===== src/rtl/point_accum_writer_pkg.sv =====
// point_accum_writer_pkg
//   Shared constants, types and helpers for the pointwise accumulate/write stage.
//   LANES / CH_GROUP_SHIFT describe the 8-channel grouping of every beat,
//   acc_word_t is one slot of eight per-lane accumulators, and sat_to_data
//   clamps an accumulator value into the signed output lane range.
package point_accum_writer_pkg;

    localparam int LANES          = 8;
    localparam int CH_GROUP_SHIFT = 3;
    localparam int DATA_WIDTH     = 8;
    localparam int ACC_WIDTH      = 16;
    localparam int MAX_OC_GROUPS  = 8;
    localparam int ADDR_WIDTH     = 17;
    localparam int SLOT_WIDTH     = $clog2(MAX_OC_GROUPS);

    localparam logic signed [ACC_WIDTH-1:0] DATA_MAX = ACC_WIDTH'((2 ** (DATA_WIDTH - 1)) - 1);
    localparam logic signed [ACC_WIDTH-1:0] DATA_MIN = ACC_WIDTH'(-(2 ** (DATA_WIDTH - 1)));

    typedef logic signed [ACC_WIDTH-1:0] acc_lane_t;
    typedef acc_lane_t [LANES-1:0]       acc_word_t;

    // Clamp an accumulator value to the signed DATA_WIDTH range.
    function automatic logic signed [DATA_WIDTH-1:0] sat_to_data(input logic signed [ACC_WIDTH-1:0] v);
        logic signed [ACC_WIDTH-1:0] c;
        if (v > DATA_MAX)
            c = DATA_MAX;
        else if (v < DATA_MIN)
            c = DATA_MIN;
        else
            c = v;
        return c[DATA_WIDTH-1:0];
    endfunction

endpackage


===== src/rtl/point_accum_writer_lane.sv =====
// point_acc_lane
//   One lane of the accumulator datapath (purely combinational).
//   Ports:
//     acc_prev  - stored partial sum for this lane/slot
//     lane_val  - incoming signed lane value
//     first     - beat starts a new sum (input-channel base 0)
//     relu      - clamp negative results to zero
//     sum       - new partial sum, saturated to ACC_WIDTH
//     result    - sum clamped to DATA_WIDTH, ReLU applied
module point_acc_lane
    import point_accum_writer_pkg::*;
(
    input  logic [ACC_WIDTH-1:0]  acc_prev,
    input  logic [DATA_WIDTH-1:0] lane_val,
    input  logic                  first,
    input  logic                  relu,
    output logic [ACC_WIDTH-1:0]  sum,
    output logic [DATA_WIDTH-1:0] result
);

    logic [ACC_WIDTH:0]     wide;
    logic [ACC_WIDTH-1:0]   lane_ext;
    logic [DATA_WIDTH-1:0]  clamped;

    // One guard bit catches overflow: the top two bits differ only when the
    // true sum left the ACC_WIDTH signed range, and the guard bit gives the sign.
    always_comb begin
        lane_ext = {{(ACC_WIDTH - DATA_WIDTH){lane_val[DATA_WIDTH-1]}}, lane_val};
        wide     = {acc_prev[ACC_WIDTH-1], acc_prev} + {lane_ext[ACC_WIDTH-1], lane_ext};
        if (first)
            sum = lane_ext;
        else if (wide[ACC_WIDTH] != wide[ACC_WIDTH-1])
            sum = wide[ACC_WIDTH] ? {1'b1, {(ACC_WIDTH-1){1'b0}}} : {1'b0, {(ACC_WIDTH-1){1'b1}}};
        else
            sum = wide[ACC_WIDTH-1:0];
        clamped = sat_to_data(sum);
        result  = (relu && clamped[DATA_WIDTH-1]) ? '0 : clamped;
    end

endmodule


===== src/rtl/point_accum_writer.sv =====
// point_accum_writer
//   Accumulates 8-lane beats across input-channel groups per output-channel
//   slot, then clamps/ReLUs and writes each finished word to the feature buffer.
//   Ports:
//     clk, rst                      - clock, synchronous active-high reset
//     in_valid, in_data             - beat qualifier and eight signed lanes
//     in_ic_sel, in_oc_sel          - input/output channel bases of the beat
//     in_h, in_w                    - pixel coordinate of the beat
//     input_channel, output_channel,
//     output_size, relu_en          - layer config, latched at frame start
//     wr_en, wr_addr, wr_data       - registered buffer write
//     frame_done                    - pulses with the final write of a frame
//     busy                          - frame in progress
//     seq_err                       - sticky protocol-violation flag
module point_accum_writer
    import point_accum_writer_pkg::*;
(
    input  logic                          clk,
    input  logic                          rst,
    input  logic                          in_valid,
    input  logic [DATA_WIDTH*LANES-1:0]   in_data,
    input  logic [7:0]                    in_ic_sel,
    input  logic [7:0]                    in_oc_sel,
    input  logic [7:0]                    in_h,
    input  logic [7:0]                    in_w,
    input  logic [7:0]                    input_channel,
    input  logic [7:0]                    output_channel,
    input  logic [7:0]                    output_size,
    input  logic                          relu_en,
    output logic                          wr_en,
    output logic [ADDR_WIDTH-1:0]         wr_addr,
    output logic [DATA_WIDTH*LANES-1:0]   wr_data,
    output logic                          frame_done,
    output logic                          busy,
    output logic                          seq_err
);

    logic [7:0]             cfg_ic;
    logic [7:0]             cfg_oc;
    logic [7:0]             cfg_size;
    logic                   cfg_relu;

    acc_word_t              acc [MAX_OC_GROUPS];
    logic [7:0]             expected_ic [MAX_OC_GROUPS];

    logic [7:0]             eff_ic;
    logic [7:0]             eff_oc;
    logic [7:0]             eff_size;
    logic                   eff_relu;
    logic [5:0]             oc_groups;
    logic                   last_ic;
    logic                   first;
    logic                   slot_ok;
    logic [SLOT_WIDTH-1:0]  slot;
    logic [ADDR_WIDTH-1:0]  addr_next;
    logic                   frame_end;
    acc_word_t              sum_word;
    logic [DATA_WIDTH*LANES-1:0] out_word;

    // The first beat of a frame must already use the port config, because
    // it may also be the last beat (1x1 single group frame).
    always_comb begin
        eff_ic    = busy ? cfg_ic   : input_channel;
        eff_oc    = busy ? cfg_oc   : output_channel;
        eff_size  = busy ? cfg_size : output_size;
        eff_relu  = busy ? cfg_relu : relu_en;
        oc_groups = 6'((9'(eff_oc) + 9'd7) >> CH_GROUP_SHIFT);
        last_ic   = (eff_ic <= 8'd8) || (in_ic_sel >= eff_ic - 8'd8);
        first     = (in_ic_sel == 8'd0);
        slot_ok   = (in_oc_sel >> CH_GROUP_SHIFT) < 8'(MAX_OC_GROUPS);
        slot      = SLOT_WIDTH'(in_oc_sel >> CH_GROUP_SHIFT);
        addr_next = ADDR_WIDTH'((24'(in_h) * 24'(eff_size) + 24'(in_w)) * 24'(oc_groups) + 24'(slot));
        frame_end = (in_h == eff_size - 8'd1) && (in_w == eff_size - 8'd1)
                    && (6'(slot) == oc_groups - 6'd1);
    end

    // Eight identical lanes share the selected slot and the beat's flags.
    for (genvar k = 0; k < LANES; k++) begin : g_lane
        point_acc_lane u_lane (
            .acc_prev (acc[slot][k]),
            .lane_val (in_data[k*DATA_WIDTH +: DATA_WIDTH]),
            .first    (first),
            .relu     (eff_relu),
            .sum      (sum_word[k]),
            .result   (out_word[k*DATA_WIDTH +: DATA_WIDTH])
        );
    end

    // Config latch, slot storage, sequence checker and the output register.
    // Out-of-range slots only raise seq_err; they touch no slot and never write.
    // A frame-ending write clears busy even on the beat that set it.
    always_ff @(posedge clk) begin
        if (rst) begin
            cfg_ic     <= '0;
            cfg_oc     <= '0;
            cfg_size   <= '0;
            cfg_relu   <= 1'b0;
            busy       <= 1'b0;
            seq_err    <= 1'b0;
            wr_en      <= 1'b0;
            wr_addr    <= '0;
            wr_data    <= '0;
            frame_done <= 1'b0;
            for (int i = 0; i < MAX_OC_GROUPS; i++) begin
                acc[i]         <= '0;
                expected_ic[i] <= '0;
            end
        end else begin
            wr_en      <= 1'b0;
            frame_done <= 1'b0;
            if (in_valid) begin
                if (!busy) begin
                    cfg_ic   <= input_channel;
                    cfg_oc   <= output_channel;
                    cfg_size <= output_size;
                    cfg_relu <= relu_en;
                    busy     <= 1'b1;
                end
                if (!slot_ok) begin
                    seq_err <= 1'b1;
                end else begin
                    if (in_ic_sel != expected_ic[slot])
                        seq_err <= 1'b1;
                    expected_ic[slot] <= last_ic ? 8'd0 : expected_ic[slot] + 8'd8;
                    acc[slot]         <= sum_word;
                    if (last_ic) begin
                        wr_en   <= 1'b1;
                        wr_addr <= addr_next;
                        wr_data <= out_word;
                        if (frame_end) begin
                            frame_done <= 1'b1;
                            busy       <= 1'b0;
                        end
                    end
                end
            end
        end
    end

endmodule


===== config.mk =====
export PLATFORM = sky130hd
export DESIGN_NAME = point_accum_writer
export DESIGN_NICKNAME = d
export VERILOG_FILES = /design/src/rtl/point_accum_writer_pkg.sv /design/src/rtl/point_accum_writer_lane.sv /design/src/rtl/point_accum_writer.sv
export SDC_FILE = /design/constraint.sdc
export NUM_CORES = 2
export LEC_CHECK = 0
export CAP_MARGIN = 10
export CELL_PAD_IN_SITES_DETAIL_PLACEMENT = 1
export CELL_PAD_IN_SITES_GLOBAL_PLACEMENT = 2
export CORE_AREA = 2 2 383 385
export CTS_BUF_LIST = sky130_fd_sc_hd__clkbuf_8
export CTS_CLUSTER_DIAMETER = 40
export DETAILED_ROUTE_END_ITERATION = 12
export DIE_AREA = 0 0 385 387
export GPL_TIMING_DRIVEN = 0
export PLACE_DENSITY = 0.86
export SYNTH_ARGS = -nofsm -noshare
export SYNTH_HDL_FRONTEND = slang
export SYNTH_SLANG_ARGS = --single-unit

===== constraint.sdc =====
create_clock -name clk -period 12.1 [get_ports clk]
set_input_delay 2.42 -clock clk [delete_from_list [all_inputs] [get_ports clk]]
set_output_delay 2.42 -clock clk [all_outputs]
set_load 0.005 [all_outputs]

==> reports/results.ini <==
[pwr]
powerDensity_nw_per_um2=196
p_clk_share_pct=26.2
intPower_mw=8.68
leakage_nw=26.8
power_mw=14.1
ir_drop_mv=0.527
switching_share_pct=38.4
sequentialPowerShare_pct=33.7
p_sw_mw=5.41
pwr-share-comb_pct=40.1

[global_route]
grt_max_degree=50
grt.overflow.total=0
grt_pass1_wl_mm=378
antenna_found_initial=22
grt_util_all_layers_pct=35.4
grt_pass1_vias=52965

[synthesis]
avgSynthCellArea_um2=10.9
ys_seq_area_share_pct=56.3
synth_edf_count=1088
ys.warnings.count=0
ys_async_sr_fraction_pct=0
syn_nets=6120
ys.flop_type=edfxtp_1
syn_area_um2=62000
ys_seq_elements=1198
syn_inst=5673
synth.distinct_cells=99

[finish]
drive_gt1_share_pct=7.47
utilization_pct=49.7
syn_to_final_growth_pct=16.2
fin_nets=6607
final_common_cell=nor2_1
final_cell_mix=nor2_1 (1268), edfxtp_1 (1088), a22oi_1 (548), clkbuf_1 (294), nand2_1 (293)

[timing]
period_minus_slack_ns=11.13
setup_viol=0
fmax_mhz=89.8
fin_skew_ns=0.0604
holdWs_ns=0.449
setup_slack_ns=0.968
slew_headroom_pct=-2.70
maxSlewViolCount=11
post-route-period-util_pct=92.0
worst_pin_slew_ns=1.54
rsz0062_at_grt=false
hold_viol_final=0

[worst_setup_path]
crit_required_ns=12.97
critPathMaxFanout=10
end_kind=register
arrival_ns=12.00
cp-start-kind=input pin
crit_type=in -> reg

[clock_network]
clkTransAtPathRegs_ns=0.06
cts_buffers=209
cts_setup_buffers=0
cts.sinks=1198
ctsHoldBuffers=0
worstSkewPairLatency_ns=0.97
clock_path_buffers=3
h-tree-depth=4
cts_root_buffer=clkbuf_8
cts_tree=built
ctsResizeCount=0

[floorplan]
dieArea_um2=149000
rows=140
initial_utilization_pct=42.8
coreArea_um2=145000
die_width_um=385
die_h_um=387
ioPinCount=209

[detailed_routing]
drc=0
drt_iter0_drc=7456
vias_per_cell=6.39
routed_wl_mm=268
routed-via-count=52799
ant_nets=0
avgRoutedWirePerCell_um=32.5
first_pass_iters=6

[status]
violations=max-capacitance violations, max-slew violations
status=finished, violations left

[run]
max-cap-violations=1

[place]
dp.final_hpwl_mm=186
pre_cts_slack_ns=0.102
port-buffer-count=199
gp_congestion=0.962

[worst_hold_path]
hp-class=reg -> reg

cell families (layout without fill, tap and decap cells):
logic type | after synthesis | count (layout) | synth area share [%]
mux | 41 | 41 | 0.685
compound gates | 1324 | 1324 | 14.9
buf+inv | 543 | 1205 | 3.43
other cells | 0 | 15 | 0
xor+xnor | 148 | 148 | 2.11
flops | 1198 | 1198 | 56.3
simple gates | 2085 | 2085 | 14.7
fa+ha+maj | 334 | 334 | 7.92
state kept, by name, indices dropped and copies added (netlist names):
signal       flops
frame_done       1
expected_ic     64
acc           1024
wr_data         64
cfg_ic           8
busy             1
cfg_size         8
cfg_oc           8
wr_addr         17
wr_en            1
cfg_relu         1
seq_err          1
routing by layer:
layer | wire length, µm | GRT usage (%) | part of all wire, % | up-vias
li1 | - | - | - | 21921
met1 | 98600 | 45.7 | 37 | 26489
met2 | 117000 | 52.8 | 44 | 3561
met3 | 34700 | 10.1 | 13 | 812
met4 | 18000 | 21.0 | 6.7 | 16
met5 | 117 | 0 | 0.044 | -
synthesized netlist by cell type (33+ instances only):
cell      number  area, µm²
o21ai_1       33        165
a21oi_1      237       1190
inv_1        181        679
a211oi_1      44        330
nand3_1       42        210
nand2_1      301       1130
fa_1         101       2020
xnor2_1       90        788
nor3_1        59        295
nand4_1      142        888
ha_1         222       2780
nand2b_1      40        250
a22oi_1      548       4110
nor2b_1       45        282
xor2_1        57        499
edfxtp_1    1088      32700
a21o_1        45        338
dfxtp_1      110       2200
nor2_1      1269       4760
o21ai_0      116        581
clkbuf_1     312       1170
and2_1        55        344
worst max-delay path, cell delays in order:
cell and delay, ns:
clkdlybuf4s50_1 0.56, clkbuf_1 0.35, nand2_1 0.09, nor2_1 0.13
clkbuf_1 0.63, clkbuf_1 1.00, clkbuf_1 1.19, a22oi_1 0.21
nand4_1 0.22, ha_1 0.23, inv_1 0.07, fa_1 0.45
nand2b_1 0.20, a21oi_1 0.31, o221a_2 0.32, o311ai_1 0.18
nand4_1 0.16, nand2_1 0.09, ha_1 0.29, clkbuf_1 0.28
nand2_1 0.09, a41o_1 0.24, nand2_1 0.23, o21ai_1 0.38
or3_1 0.47, o32ai_1 0.74, o21ai_0 0.24, a21oi_1 0.19
power groups by stage:
stage          Clock [mW]  Combinational (mW)  Sequential, mW
6_report             3.69                5.65            4.75
5_1_grt              3.81                6.26            4.77
4_1_cts              3.65                5.63            4.75
3_5_place_dp            0                5.55            4.83
3_3_place_gp            0                5.37            4.88
2_1_floorplan           0                3.90            4.84
layout make-up:
cell class | count | area, µm²
diodes | 15 | 37.5
inverters | 181 | 679
flip-flops and latches | 1198 | 34900
fillers | 15567 | 72900
plain buffers | 362 | 1480
repair buffers | 276 | 3470
multi-input cells | 3932 | 25000
clock buffers | 218 | 3000
clock inverters | 168 | 1010
well taps | 1917 | 2400
worst paths after layout:
path | from | cells after the start | slack (ns) | to
max | in_oc_sel[4] | 28 | 0.97 | wr_data[30]
min | wr_data[38] | 2 | 0.45 | wr_data[38]
min reg2reg | wr_data[38] | 2 | 0.45 | wr_data[38]
max reg2reg | busy | 31 | 1.01 | wr_addr[15]
stage by stage:
stage	instance area [µm²]	TNS, ns	cells
finish	72000	0	8267
global route	72000	0	8254
CTS	71800	0	8241
detailed placement	67800	0	7855
global placement	66300	-546.00	7789
floorplan	62000	0	5673
No activity file was read; power rests on OpenSTA's default activity.
